[src/rtl/fp_pkg.sv]
// Shared binary64 constants and pipeline payload types for the normalise-and-round stage.
package fp_pkg;

  localparam int unsigned FP64_BIAS    = 1023;
  localparam int unsigned FP64_EXP_W   = 11;
  localparam int unsigned FP64_FRAC_W  = 52;
  localparam int unsigned FP64_EXP_MAX = 2047;

  // Internal signed exponent width; wide enough for in_exp - lz + 1 at any legal W_EXP/W_MANT.
  localparam int unsigned EXP_IW = 16;

  typedef struct packed {
    logic                   sign;
    logic [FP64_EXP_W-1:0]  exp;
    logic [FP64_FRAC_W-1:0] frac;
  } fp64_t;

  typedef struct packed {
    logic                     sign;
    logic                     zero;
    logic        [EXP_IW-1:0] lz;
    logic signed [EXP_IW-1:0] exp;
  } s1_t;

  typedef struct packed {
    logic                     sign;
    logic                     zero;
    logic signed [EXP_IW-1:0] exp_n;
    logic [FP64_FRAC_W-1:0]   frac;
    logic                     lsb;
    logic                     guard;
    logic                     sticky;
  } s2_t;

endpackage

[src/rtl/fp_norm_round_clz.sv]
// Combinational leading-zero counter; an all-zero input yields W_IN.
module fp_norm_round_clz #(
  parameter int unsigned W_IN = 64
) (
  input  logic [W_IN-1:0]        data,
  output logic [$clog2(W_IN):0]  count
);

  localparam int unsigned CNT_W = $clog2(W_IN) + 1;

  // Scanning upward lets the highest set bit win.
  always_comb begin
    count = CNT_W'(W_IN);
    for (int i = 0; i < int'(W_IN); i++) begin
      if (data[i]) count = CNT_W'(W_IN - 1 - i);
    end
  end

endmodule

[src/rtl/fp_norm_round.sv]
// Three-stage normalise, round-to-nearest-even and binary64 pack, valid/ready on both sides.
module fp_norm_round
  import fp_pkg::*;
#(
  parameter int unsigned W_MANT = 64,
  parameter int unsigned W_EXP  = 13
) (
  input  logic              clk,
  input  logic              rst_n,
  input  logic              in_valid,
  output logic              in_ready,
  input  logic              in_sign,
  input  logic [W_EXP-1:0]  in_exp,
  input  logic [W_MANT-1:0] in_mant,
  output logic              out_valid,
  input  logic              out_ready,
  output logic [63:0]       out_data,
  output logic              out_inexact,
  output logic              out_overflow,
  output logic              out_underflow
);

  localparam int unsigned CNT_W = $clog2(W_MANT) + 1;
  localparam logic signed [EXP_IW-1:0] ExpMax = EXP_IW'(FP64_EXP_MAX);

  logic [CNT_W-1:0]  lz;
  logic              v1, v2, v3;
  logic              ld1, ld2, ld3;
  s1_t               s1_d, s1_q;
  logic [W_MANT-1:0] mant_q;
  s2_t               s2_d, s2_q;
  fp64_t             res_d, res_q;
  logic              inexact_d, inexact_q;
  logic              ovf_d, ovf_q;
  logic              unf_d, unf_q;

  logic [W_MANT-2:0]        shifted;
  logic                     inc;
  logic [FP64_FRAC_W:0]     frac_r;
  logic signed [EXP_IW-1:0] exp_r;

  fp_norm_round_clz #(
    .W_IN (W_MANT)
  ) u_clz (
    .data  (in_mant),
    .count (lz)
  );

  // Each stage loads when empty or when its successor is taking its word.
  assign ld3      = !v3 || out_ready;
  assign ld2      = !v2 || ld3;
  assign ld1      = !v1 || ld2;
  assign in_ready = ld1;

  always_comb begin
    s1_d.sign = in_sign;
    s1_d.zero = ~|in_mant;
    s1_d.lz   = EXP_IW'(lz);
    s1_d.exp  = EXP_IW'($signed(in_exp));
  end

  // The normalised msb is the implicit one and is dropped.
  always_comb begin
    shifted     = (W_MANT-1)'(mant_q << s1_q.lz);
    s2_d.sign   = s1_q.sign;
    s2_d.zero   = s1_q.zero;
    s2_d.exp_n  = s1_q.exp - $signed(s1_q.lz);
    s2_d.frac   = shifted[W_MANT-2 -: FP64_FRAC_W];
    s2_d.lsb    = shifted[W_MANT-53];
    s2_d.guard  = shifted[W_MANT-54];
    s2_d.sticky = |shifted[W_MANT-55:0];
  end

  always_comb begin
    inc       = s2_q.guard & (s2_q.sticky | s2_q.lsb);
    frac_r    = {1'b0, s2_q.frac} + (FP64_FRAC_W+1)'(inc);
    exp_r     = s2_q.exp_n + $signed({{(EXP_IW-1){1'b0}}, frac_r[FP64_FRAC_W]});
    res_d     = '{sign: s2_q.sign, exp: exp_r[FP64_EXP_W-1:0], frac: frac_r[FP64_FRAC_W-1:0]};
    inexact_d = s2_q.guard | s2_q.sticky;
    ovf_d     = 1'b0;
    unf_d     = 1'b0;
    if (s2_q.zero) begin
      res_d.exp  = '0;
      res_d.frac = '0;
      inexact_d  = 1'b0;
    end else if (exp_r >= ExpMax) begin
      res_d.exp  = '1;
      res_d.frac = '0;
      ovf_d      = 1'b1;
      inexact_d  = 1'b1;
    end else if (exp_r <= 0) begin
      res_d.exp  = '0;
      res_d.frac = '0;
      unf_d      = 1'b1;
      inexact_d  = 1'b1;
    end
  end

  always_ff @(posedge clk or negedge rst_n) begin
    if (!rst_n) begin
      v1        <= 1'b0;
      v2        <= 1'b0;
      v3        <= 1'b0;
      s1_q      <= '0;
      mant_q    <= '0;
      s2_q      <= '0;
      res_q     <= '0;
      inexact_q <= 1'b0;
      ovf_q     <= 1'b0;
      unf_q     <= 1'b0;
    end else begin
      if (ld1) v1 <= in_valid;
      if (ld2) v2 <= v1;
      if (ld3) v3 <= v2;
      if (in_valid && ld1) begin
        s1_q   <= s1_d;
        mant_q <= in_mant;
      end
      if (v1 && ld2) s2_q <= s2_d;
      if (v2 && ld3) begin
        res_q     <= res_d;
        inexact_q <= inexact_d;
        ovf_q     <= ovf_d;
        unf_q     <= unf_d;
      end
    end
  end

  assign out_valid     = v3;
  assign out_data      = res_q;
  assign out_inexact   = inexact_q;
  assign out_overflow  = ovf_q;
  assign out_underflow = unf_q;

endmodule

[config.mk]
export PLATFORM = sky130hd
export DESIGN_NAME = fp_norm_round
export DESIGN_NICKNAME = d
export VERILOG_FILES = /design/src/rtl/fp_pkg.sv /design/src/rtl/fp_norm_round_clz.sv /design/src/rtl/fp_norm_round.sv
export SDC_FILE = /design/constraint.sdc
export NUM_CORES = 1
export LEC_CHECK = 0
export CORE_MARGIN = 4
export CORE_UTILIZATION = 40
export DETAILED_ROUTE_END_ITERATION = 12
export GPL_TIMING_DRIVEN = 1
export SLEW_MARGIN = 20
export SYNTH_ARGS = -nofsm -noshare
export SYNTH_HDL_FRONTEND = slang
export SYNTH_SLANG_ARGS = --single-unit
[constraint.sdc]
create_clock -name clk -period 8 [get_ports clk]
set_input_delay 1.6 -clock clk [delete_from_list [all_inputs] [get_ports clk]]
set_output_delay 1.6 -clock clk [all_outputs]
set_load 0.005 [all_outputs]
### Word level (Yosys, flattened, before mapping)

Index checks and enable logic that the tools add are counted.

* flip-flop bits (word level): 229
* input bits: 82
* output and inout bits: 69
* word-level logic and storage cells: 117

* add/sub/neg operators: 3
* order comparisons: 2
* shift-type cells: 1
* mux-type cells: 75
* bitwise operators: 3
* reduce and logical (&&, ||, !) cells: 12

Operator list (number)
* $mux 7: 64
* $mux 63: 3
* $reduce_or 64->1: 1
* $shl 64x7->63: 1
* $add 52x1->53: 1
* $add 16x2->16: 1
* $ge 16x12->1 const B: 1
* $le 16x1->1 const B: 1
* $sub 13x8->14: 1
* $reduce_or 10->1: 1
* $mux 1: 8
* $logic_not 1->1: 4
* $logic_and 1x1->1: 3
* $logic_or 1x1->1: 3
* $or 1x1->1: 2
* $and 1x1->1: 1

### Longest topological paths before layout

Gate-level depths: netlist of run 1.

* depth after elaboration: 64
* mapped depth: 19
* gate-level depth less buffers: 16

### Hierarchy

From an unflattened synthesis of run 1, not the netlist that was laid out.

* cells, all modules: 1520
* area, all modules: 14522.7 um^2

Modules (own cells, without submodules)
* fp_norm_round: times used 1, cells each 1373, area an instance 13663.1 um^2, seq. area each 5630.4 um^2
* fp_norm_round_clz: times used 1, cells each 147, area an instance 859.6 um^2, seq. area each 0.0 um^2

### Least setup slack after synthesis of run 1

OpenSTA, ideal clock, no wires.

* path kind: register to register
* start point: register s2_q[0] (netlist bit)
* end point: register res_q, in the netlist out_data[52]
* library setup time: 0.127 ns
* arrival time: 3.739 ns
* required time: 7.873 ns
* slack: 4.135 ns
* cell stages (with the launch flop): 17
* buffers on the path: 1
* period minus slack after synthesis: 3.865 ns
* path through: dfrtp_1 > o21a_1 > ha_1 > ha_1 > inv_1 > nor2_1 > nand4_1 > nor4_1 > ha_1 > ha_1 > nand4_1 > nor4_1 > nor3_1 > or4_4 > and2_4 > buf_12 > a221o_2

* word-level cells in the longest chain between the ends: 8
* elaborated cells between the ends (all ways): 9
* those cells by class: 2 x add/sub; 2 x order compare; 3 x mux; 2 x bitwise

Ends and longest elaborated chain
* start: declaration: line fp_norm_round.sv:31 `s2_t s2_d, s2_q;`
* start signal: assignment: line fp_norm_round.sv:106 `s2_q <= '0;`
* start signal: assignment: line fp_norm_round.sv:119 `if (v1 && ld2) s2_q <= s2_d;`
* $or 1x1->1 (*): line fp_norm_round.sv:75 `inc = s2_q.guard & (s2_q.sticky | s2_q.lsb);`
* $and 1x1->1 (*): line fp_norm_round.sv:75
* $add 52x1->53 (*): line fp_norm_round.sv:76 `frac_r = {1'b0, s2_q.frac} + (FP64_FRAC_W+1)'(inc);`
* $add 16x2->16 (*): line fp_norm_round.sv:77 `exp_r = s2_q.exp_n + $signed({{(EXP_IW-1){1'b0}}, frac_r[FP64_FRAC_W]});`
* $le 16x1->1: line fp_norm_round.sv:91 `end else if (exp_r <= 0) begin`
* $mux 63: line fp_norm_round.sv:91
* $mux 63 (*): line fp_norm_round.sv:86 `end else if (exp_r >= ExpMax) begin`
* $mux 63 (*): line fp_norm_round.sv:82 `if (s2_q.zero) begin`
* end signal: assignment: line fp_norm_round.sv:121 `res_q <= res_d;`
* end: declaration: line fp_norm_round.sv:32 `fp64_t res_d, res_q;`

Mark *: on every way between the ends. The rest lies on a longest branch, timed or not.
A chain may end at the register's enable or synchronous reset.

### Final worst setup path of run 1

* start point: register s2_q[0] (netlist bit)
* end point: register res_q, in the netlist out_data[26]

* word-level cells in the longest chain between the ends: 8
* elaborated cells between the ends (all ways): 9
* those cells by class: 2 x add/sub; 2 x order compare; 3 x mux; 2 x bitwise

Ends and longest elaborated chain (line)
* $or 1x1->1 (*): fp_norm_round.sv:75
* $and 1x1->1 (*): fp_norm_round.sv:75
* $add 52x1->53 (*): fp_norm_round.sv:76
* $add 16x2->16: fp_norm_round.sv:77
* $le 16x1->1: fp_norm_round.sv:91
* $mux 63: fp_norm_round.sv:91
* $mux 63 (*): fp_norm_round.sv:86
* $mux 63 (*): fp_norm_round.sv:82

Marked as above.

==> results of run 1 <==
-- through the flow --
stage	worst slack, ps	instance area, um2	hold WS, ps	power (W)	util, %
after detailed placement	2880	16600	463	0.00287	45.3
after floorplan	4130	15000	433	0.00238	-
after CTS	3270	17500	478	0.00402	47.5
after global placement	3080	16600	455	0.00285	45.3
after global routing	2760	17500	494	0.00422	47.5
final	3250	17500	473	0.00400	47.5
-- cell type report --
type | count | area, um2 | share of cell area, %
clock inverters | 6 | 33.8 | 0.193
well taps | 468 | 586 | 3.35
flip-flops and latches | 225 | 5640 | 32.3
clock buffers | 39 | 781 | 4.47
repair buffers | 164 | 1610 | 9.23
inverters | 34 | 128 | 0.731
multi-input cells | 1210 | 8680 | 49.7
-- sequential cells by signal (all words and copies together), names as in the netlist --
name and count:
out_underflow 1, s1_q 22, out_inexact 1, out_overflow 1
s2_q 69, mant_q 63, res_d 1, out_data 64
out_valid 1, v1 1, v2 1
-- worst max-delay path, stage by stage (launching register included) --
cell and delay (ps):
dfrtp_1 390, o21a_1 140, ha_1 190, ha_1 220, inv_1 70, nor2_1 380
nand4_1 270, nor4_1 370, ha_1 310, nand2_1 180, or4_4 570, nor3_1 320
nand3_1 220, a21oi_4 360, nand2_8 350, o21ai_2 240
-- kinds of logic (layout without fill, tap and decap cells) --
logic type | after synthesis | in the layout
compound gates | 381 | 381
xor+xnor | 67 | 67
fa+ha+maj | 12 | 12
buf+inv | 136 | 243
flops | 225 | 225
simple gates | 549 | 549
mux | 201 | 201
-- cell usage after synthesis, types with 9 or more instances --
master	count
nand2_1	237
dfrtp_1	225
nor2_1	114
o21ai_0	100
mux2_2	87
mux2i_1	66
a21oi_1	60
o21ai_2	50
xor2_1	49
mux4_2	48
clkbuf_1	47
nand3_1	37
inv_1	31
nor3_1	30
nor4_1	26
and3_1	23
buf_2	23
nand4_1	21
a211oi_1	19
a22o_1	18
xnor2_1	18
a22oi_1	17
a31oi_1	17
buf_1	14
o211ai_1	13
ha_1	11
and2_1	10
nand2b_1	10
nor2b_1	10
a221o_1	9
-- power groups by stage --
| stage | clock, W | sequential (W) | combinational [W] |
|---|---|---|---|
| final | 0.00114 | 0.00163 | 0.00123 |
| after global routing | 0.00121 | 0.00166 | 0.00135 |
| after CTS | 0.00117 | 0.00163 | 0.00123 |
| after detailed placement | 0 | 0.00165 | 0.00123 |
| after global placement | 0 | 0.00164 | 0.00122 |
| after floorplan | 0 | 0.00152 | 0.000861 |
-- layer usage --
layer  share of wire (%)  up-vias  global-route usage, %
met5                   0        -                      0
met4                 2.1        0                   4.86
met3                 4.7       60                   2.50
met2                  45      358                   32.3
met1                  48     6069                   31.6
li1                    -     5995                      -
-- worst max path at each step --
| stage | from | slack, ps | endpoint | depth (start not counted) |
|---|---|---|---|---|
| detailed placement | out_ready | 2880 | s2_q[53] | 8 |
| global placement | out_ready | 3080 | s2_q[41] | 8 |
| floorplan | s2_q[0] | 4130 | out_data[52] | 16 |
| global route | s2_q[0] | 2760 | out_data[25] | 15 |
| finish | s2_q[0] | 3250 | out_data[26] | 15 |
| CTS | s2_q[0] | 3270 | out_data[33] | 15 |
==> run metrics, run 1 <==
Hold Startpoint=out_data[7]; Final Non-Filler Cells=approximately 2100; Die W=202 um; post-DR wirelength/cell=~20 um; htree depth=1; CTS buffer count=26; # diodes=0; Worst Path Class, Setup=reg2reg; most frequent cells in the layout=nand2_1, dfrtp_1, clkdlybuf4s50_1; initial DRC count=approximately 850; Crit path arrival time=between 5000 and 6000 ps; commonest non-fill, non-tap cell in the layout=nand2_1; Max Slew Vio Count=0; setup bufs post-CTS=0; first-pass GRT wire length=69800 um; FF-to-FF End=out_data[26]; clk sink count=225; TritonRoute pass-1 iters=5; crit-path max FO=50; endpoint class of the critical path=flip-flop; initial antenna violation count=0; Via density=5.82; hold path cells=2; Hold Path Class=reg2reg; synth top area cells=dfrtp_1, mux4_2, mux2_2; ys flop type=dfrtp_1; Avg Inst Size Synth=between 9 and 10 um2; P_leak=about 6.8 nW; Chip Height=202 um; Tmin final=approximately 4700 ps; # resized after CTS=0; Synth Area in XOR/XNOR=under 10%; mux share of post-synthesis cell area=a little under a fifth; setup total negative slack=0 ps; Hold Vio Cnt, Final=0; Worst-Margin Slew=~1100 ps; Rel. slew slack=28.4%; simple-gate area share of the yosys netlist=between 15 and 20%; clock-pin slew on the worst setup and hold paths=60 ps; # DRC=0; # nets final=1755; # fillers=~3500; Die ar.=between 40000 and 50000 um2; Clock power frac=roughly 28%; Post-synth ARST share=100%; via count=around 12000; VDD IR max=0.130 mV; Sw Share=between 30% and 40%; Longest Clk Path Bufs=3; Setup Skew=around 11 ps; sequential area share after synthesis=37.5%; vias in the first global route=about 12000; synthesized netlist cell count=1571; placed insts=roughly 2100; Syn. warnings=0; RSZ-0062 raised after global routing=false; aggregate global routing overflow=0; combinational share of power=between 30% and 40%; Pint=0.00258 W; IO Port Bufs=150; Yosys top cell area share=a little under two fifths; GRT Total Usage=about a fifth; r2r setup slk=roughly 3300 ps; number of max-cap violations=0; #FFs+latches synth=about 230; fmax=about 210 MHz; share of layout cells above drive strength 1=16.0%; switching pwr=0.00142 W; Post-Synthesis Cell Area=around 15000 um2; Synth Area in Adders=approximately 1.1%; Post-CTS Hold Buffers=0; io pins=151; Rows=70; Worst R2R Start=s2_q[0]; Final setup viols=0; CTS tree=done; Critical Path RT=between 8000 and 9000 ps; Post-synth EDFFs=0; CP Launch Type=flip-flop; largest net degree at the start of global routing=102; worst-skew pair later-pin latency=approximately 540 ps; post-DP HPWL=33500 um; total wire length=about 44000 um; largest family of logic cells by synthesized area=multiplexers; Core ar.=~37000 um2; Synth Net Count=1665; cell taking the most area after synthesis=dfrtp_1; synth unique cells=slightly below 90; Routed Antenna Nets=0; post-synthesis compound-gate area fraction=17.6%; Flop pwr share=about two fifths; Power Density=between 200 and 250 nW/um2; initial core utilization=roughly two fifths; global placer's final weighted congestion=a little over 0.9; FF-to-FF path depth=15; hold endpoint=out_data[7]; Area Overhead vs Synth=16.3%; Root Buffer=clkbuf_16; status=finished, final reports clean; Tcrit/Tclk final=59.4%
Note: power is estimated with default switching activity, not from simulation.
==> run 2, diff against run 1 <==
==> constraint.sdc (replaced) <==
create_clock -name clk -period 4.8 [get_ports clk]
set_input_delay 0.96 -clock clk [delete_from_list [all_inputs] [get_ports clk]]
set_output_delay 0.96 -clock clk [all_outputs]
set_load 0.005 [all_outputs]
==> run 2 against run 1 <==
Compared with the run above:
- via count is 0.75% higher
- setup slack worse by 2900 ps
- total power is 71% higher
- die area stayed put
- clock power is 77% higher
- combinational power is 70% higher
==> run metrics, run 2 (synthesis gave the netlist of run 1 again) <==
Die ar.=40700 um2; slowest cell on the critical path=or4_4; Chip Height=between 200 and 250 um; global placer's final weighted congestion=around 0.93; Max Slew Vio Count=0; total wire length=44500 um; Worst R2R Start=s2_q[20]; Root Buffer=clkbuf_16; Rows=70; Tmin final=around 4500 ps; Via density=just under 6; Worst Path Class, Setup=reg2reg; Hold Path Class=in2async; status=finished, final reports clean; clk sink count=about 230; GRT Total Usage=between 20% and 30%; CTS buffer count=27; setup bufs post-CTS=0; commonest non-fill, non-tap cell in the layout=nand2_1; Hold Vio Cnt, Final=0; number of max-cap violations=0; Area Overhead vs Synth=17.3%; TritonRoute pass-1 iters=5; Longest Clk Path Bufs=3; Routed Antenna Nets=0; FF-to-FF End=out_data[25]; dpl ws=about 350 ps; largest register by flop count=s2_q; fmax=224 MHz; crit path buf inv count=0; first-pass GRT wire length=between 70000 and 80000 um; most frequent cells in the layout=nand2_1, dfrtp_1, clkdlybuf4s50_1; P_leak=6.90 nW; instance count on the critical path=14; setup total negative slack=0 ps; r2r setup slk=about 340 ps; initial DRC count=900; # diodes=0; Core ar.=36800 um2; initial core utilization=between 40% and 50%; # resized after CTS=0; Worst-Margin Slew=a little under 1000 ps; io pins=151; VDD IR max=approximately 0.24 mV; CTS tree=done; via count=between 10000 and 15000; htree depth=1; vias in the first global route=between 10000 and 15000; Post-CTS Hold Buffers=0; CP Launch Type=flip-flop; Die W=between 200 and 250 um; RSZ-0062 raised after global routing=false; # DRC=0; worst-skew pair later-pin latency=between 500 and 600 ps; Crit path arrival time=~4900 ps; # nets final=approximately 1800; aggregate global routing overflow=0; Critical Path RT=approximately 5300 ps; FF-to-FF path depth=14; Worst setup endpoint=out_data[25]; Critical Path Start=s2_q[20]; Tcrit/Tclk final=slightly above 90%; Final setup viols=0; CP max stage delay=580 ps; max FFs per register=a little under 70; share of layout cells above drive strength 1=between 10% and 20%; clock-pin slew on the worst setup and hold paths=about 60 ps; critical-path cell list=and4_1, and2_1, nand3_1, nor2_1, nand4_1, nor4_1, ha_1, nand2_1, or4_4, nor3_1, nand3_1, a21oi_4, nand2_8, o21ai_2; post-DR wirelength/cell=around 21 um; initial antenna violation count=0; crit-path leading delay family=simple AND/OR/NAND/NOR gates; Setup WS post-layout=343 ps; largest net degree at the start of global routing=about 110; Crit path top cell by count=nand3_1; post-DP HPWL=around 34000 um; IO Port Bufs=150; Setup Skew=~11 ps; Rel. slew slack=between 30 and 40%; crit-path max FO=50; endpoint class of the critical path=flip-flop; Power Density=387 nW/um2
-- run 2: area by class of cell --
cell class | count | area [um2]
Multi-Input combinational cell | 1210 | 8680
Inverter | 34 | 128
Tap cell | 468 | 586
Fill cell | 3515 | 19200
Timing Repair Buffer | 175 | 1690
Sequential cell | 225 | 5640
Clock buffer | 40 | 764
Clock inverter | 9 | 110
-- run 2: report_power, final --
group / total (W) / switching (W) / internal [W]
registers: 0.00270 / 0.000464 / 0.00224
logic: 0.00209 / 0.00114 / 0.000957
clock network: 0.00202 / 0.000818 / 0.00121
total: 0.00682 / 0.00242 / 0.00440
-- run 2: routing by layer --
layer  up-vias  GRT usage [%]  part of all wire [%]
met5         -              0                     0
met4         0           4.22                   1.9
met3        63           2.51                   4.9
met2       362           33.5                    46
met1      6133           31.4                    48
li1       6018              -                     -
-- run 2: worst reg2reg max path, cell delays in order (launching register included) --
cell	delay [ps]
dfrtp_1	430
and4_1	300
and2_1	240
nand3_1	110
nor2_1	190
nand4_1	120
nor4_1	360
ha_1	320
nand2_1	190
or4_4	580
nor3_1	320
nand3_1	220
a21oi_4	350
nand2_8	350
o21ai_2	300
-- run 2: metrics by stage --
stage | std cells | hold WS, ps | power (W) | utilization, % | area (um2)
after detailed placement | 2112 | 462 | 0.00481 | 45.5 | 16700
after global routing | 2161 | 495 | 0.00718 | 47.9 | 17600
final | 2161 | 453 | 0.00682 | 47.9 | 17600
after CTS | 2161 | 478 | 0.00685 | 47.9 | 17600
after global placement | 2112 | 456 | 0.00478 | 45.5 | 16700
after floorplan | 1571 | 433 | 0.00397 | - | 15000
-- run 2: worst min path at each step --
| stage | start | end | depth (start not counted) |
|---|---|---|---|
| after floorplan | s1_q[33] | res_d[63] | 2 |
| after global placement | s1_q[33] | res_d[63] | 2 |
| after detailed placement | s1_q[33] | res_d[63] | 2 |
| after CTS | out_data[16] | out_data[16] | 2 |
| after global routing | out_data[27] | out_data[27] | 2 |
| final | rst_n | out_data[56] | 1 |
==> run 3, diff against run 2 <==
--- a/config.mk
+++ b/config.mk
@@ -13,3 +13,4 @@
 export SYNTH_ARGS = -nofsm -noshare
 export SYNTH_HDL_FRONTEND = slang
 export SYNTH_SLANG_ARGS = --single-unit
+export TNS_END_PERCENT = 10
==> results of run 3 <==
The final DEF is identical to that of run 2; final timing and power are the same.
==> RTL change: new RTL, settings of run 2 <==
Register the output `out_overflow` once more, with the module's reset; this adds one clock of latency there. The other outputs are not delayed to match.
--- a/src/rtl/fp_norm_round.sv
+++ b/src/rtl/fp_norm_round.sv
@@ -129,7 +129,13 @@
   assign out_valid     = v3;
   assign out_data      = res_q;
   assign out_inexact   = inexact_q;
-  assign out_overflow  = ovf_q;
+  always_ff @(posedge clk or negedge rst_n) begin
+    if (!rst_n) begin
+      out_overflow <= '0;
+    end else begin
+      out_overflow <= ovf_q;
+    end
+  end
   assign out_underflow = unf_q;
 
 endmodule
Check against the original RTL: not equivalent (Yosys sat finds a counterexample within 4 cycles, from zero or initial values and one cycle with rst_n low).
==> RTL change against run 2 <==
Sequential cell count grew 1. Largest cell class unchanged. Wire length shrank 0.19%. Setup slack gained 0.13 ns. Power shrank 1.4%. Sequential share of layout area grew 0.071 points. Critical endpoint unchanged. Final area grew 0.22%. Largest power group unchanged. Area after synthesis grew 0.17%. Clock skew is essentially flat.
==> RTL change: results (changes against run 2) <==
status: "completed"
placed_area_mm2: 0.0168  # +0.49%
dpl_worst_slack_ns: 0.389  # +0.0404 ns
wirelength_um: 44400  # -0.19%
synth-compound-area-share: 0.176  # -0.000293
multi_input_area_share: 0.492  # -0.000730
fill_cells: 3527  # +0.34%
p_leak_uw: 0.00690  # about the same
clockNetworkAreaShare: 0.0467  # -0.00295
initialDrtViolationCount: 959  # +6.6%
sh_seq_area: 0.321  # +0.000714
yosys-top-cells-area: "dfrtp_1 38%, mux4_2 7.2%, mux2_2 6.5%"
fin_area_mm2: 0.0176  # +0.22%
synth_commonest_cells: "237 x nand2_1, 226 x dfrtp_1, 114 x nor2_1"
synth_cell_types: 87  # unchanged
grt_pass1_vias: 12200  # -0.016%
fin_crit_sh: 0.902  # -0.0269
gp_congestion: 0.921  # -1.0%
antenna_found_initial: 0  # unchanged
r2r_cells: 15  # +1
skew_ns: 0.0106  # -0.000328 ns
root_buffer: "clkbuf_16"
syn_nets: 1666  # +0.060%
grt_start_max_net_pins: 82  # -26%
largest_reg_flops: 69  # unchanged
crit_arrival_ns: 4.74  # -0.18 ns
yosysSeqAreaShare: 0.376  # +0.00104
syn-instance-count: 1572  # +0.064%
synthMuxAreaShare: 0.181  # -0.000302
worst_pin_slew_ns: 0.990  # -0.00150 ns
synthAdderAreaFrac: 0.0105  # -0.0000175
cpPeakStageDelay_ns: 0.53  # -0.05 ns
whs_ns: 0.380  # -0.0728 ns
grt_pass1_wl_um: 70400  # -0.68%
placed_cells: 2149  # +1.8%
buffer_area_frac: 0.0967  # +0.000498
grtUsageTotal: 0.210  # -0.000797
clock_buffers: 41  # +2.5%
critPathSlowestCell: "nor4b_1"
cts_buffers: 26  # -3.7%
vdd_drop_max_v: 0.000257  # +8.0%
RTL change: changes by cell type after synthesis:
cell            run 2  this run
dfrtp_1           225       226
RTL change: where the power goes:
part	total, uW	switching [uW]	internal, uW	leakage (uW)
clock network	1920	788	1130	0.000397
logic	2090	1130	955	0.00369
registers	2710	465	2250	0.00281
total	6720	2390	4340	0.00690
RTL change: worst reg2reg max path: cells and delay by family, from the launching register on:
kind	cells	cell delay, ns
and+or+nand+nor	9	2.59
adders and majority gates	2	0.61
DFF	1	0.43
AOI/OAI and AO/OA	3	0.41
xor gates and xnor gates	1	0.15
RTL change: per-layer routing:
layer  share of wire  up-vias  track usage  wire, um
met5               0        -            0         0
met2            0.45      349        0.329     19900
met4           0.029        0       0.0562      1300
met1            0.47     6118        0.308     21000
met3           0.049       71       0.0302      2180
li1                -     6028            -         -
RTL change: repair_timing:
action	4_1_cts	5_1_grt
gates resized for setup	0	1
setup endpoints to repair	0	14
endpoints found under the hold margin	0	0
hold buffers	0	0
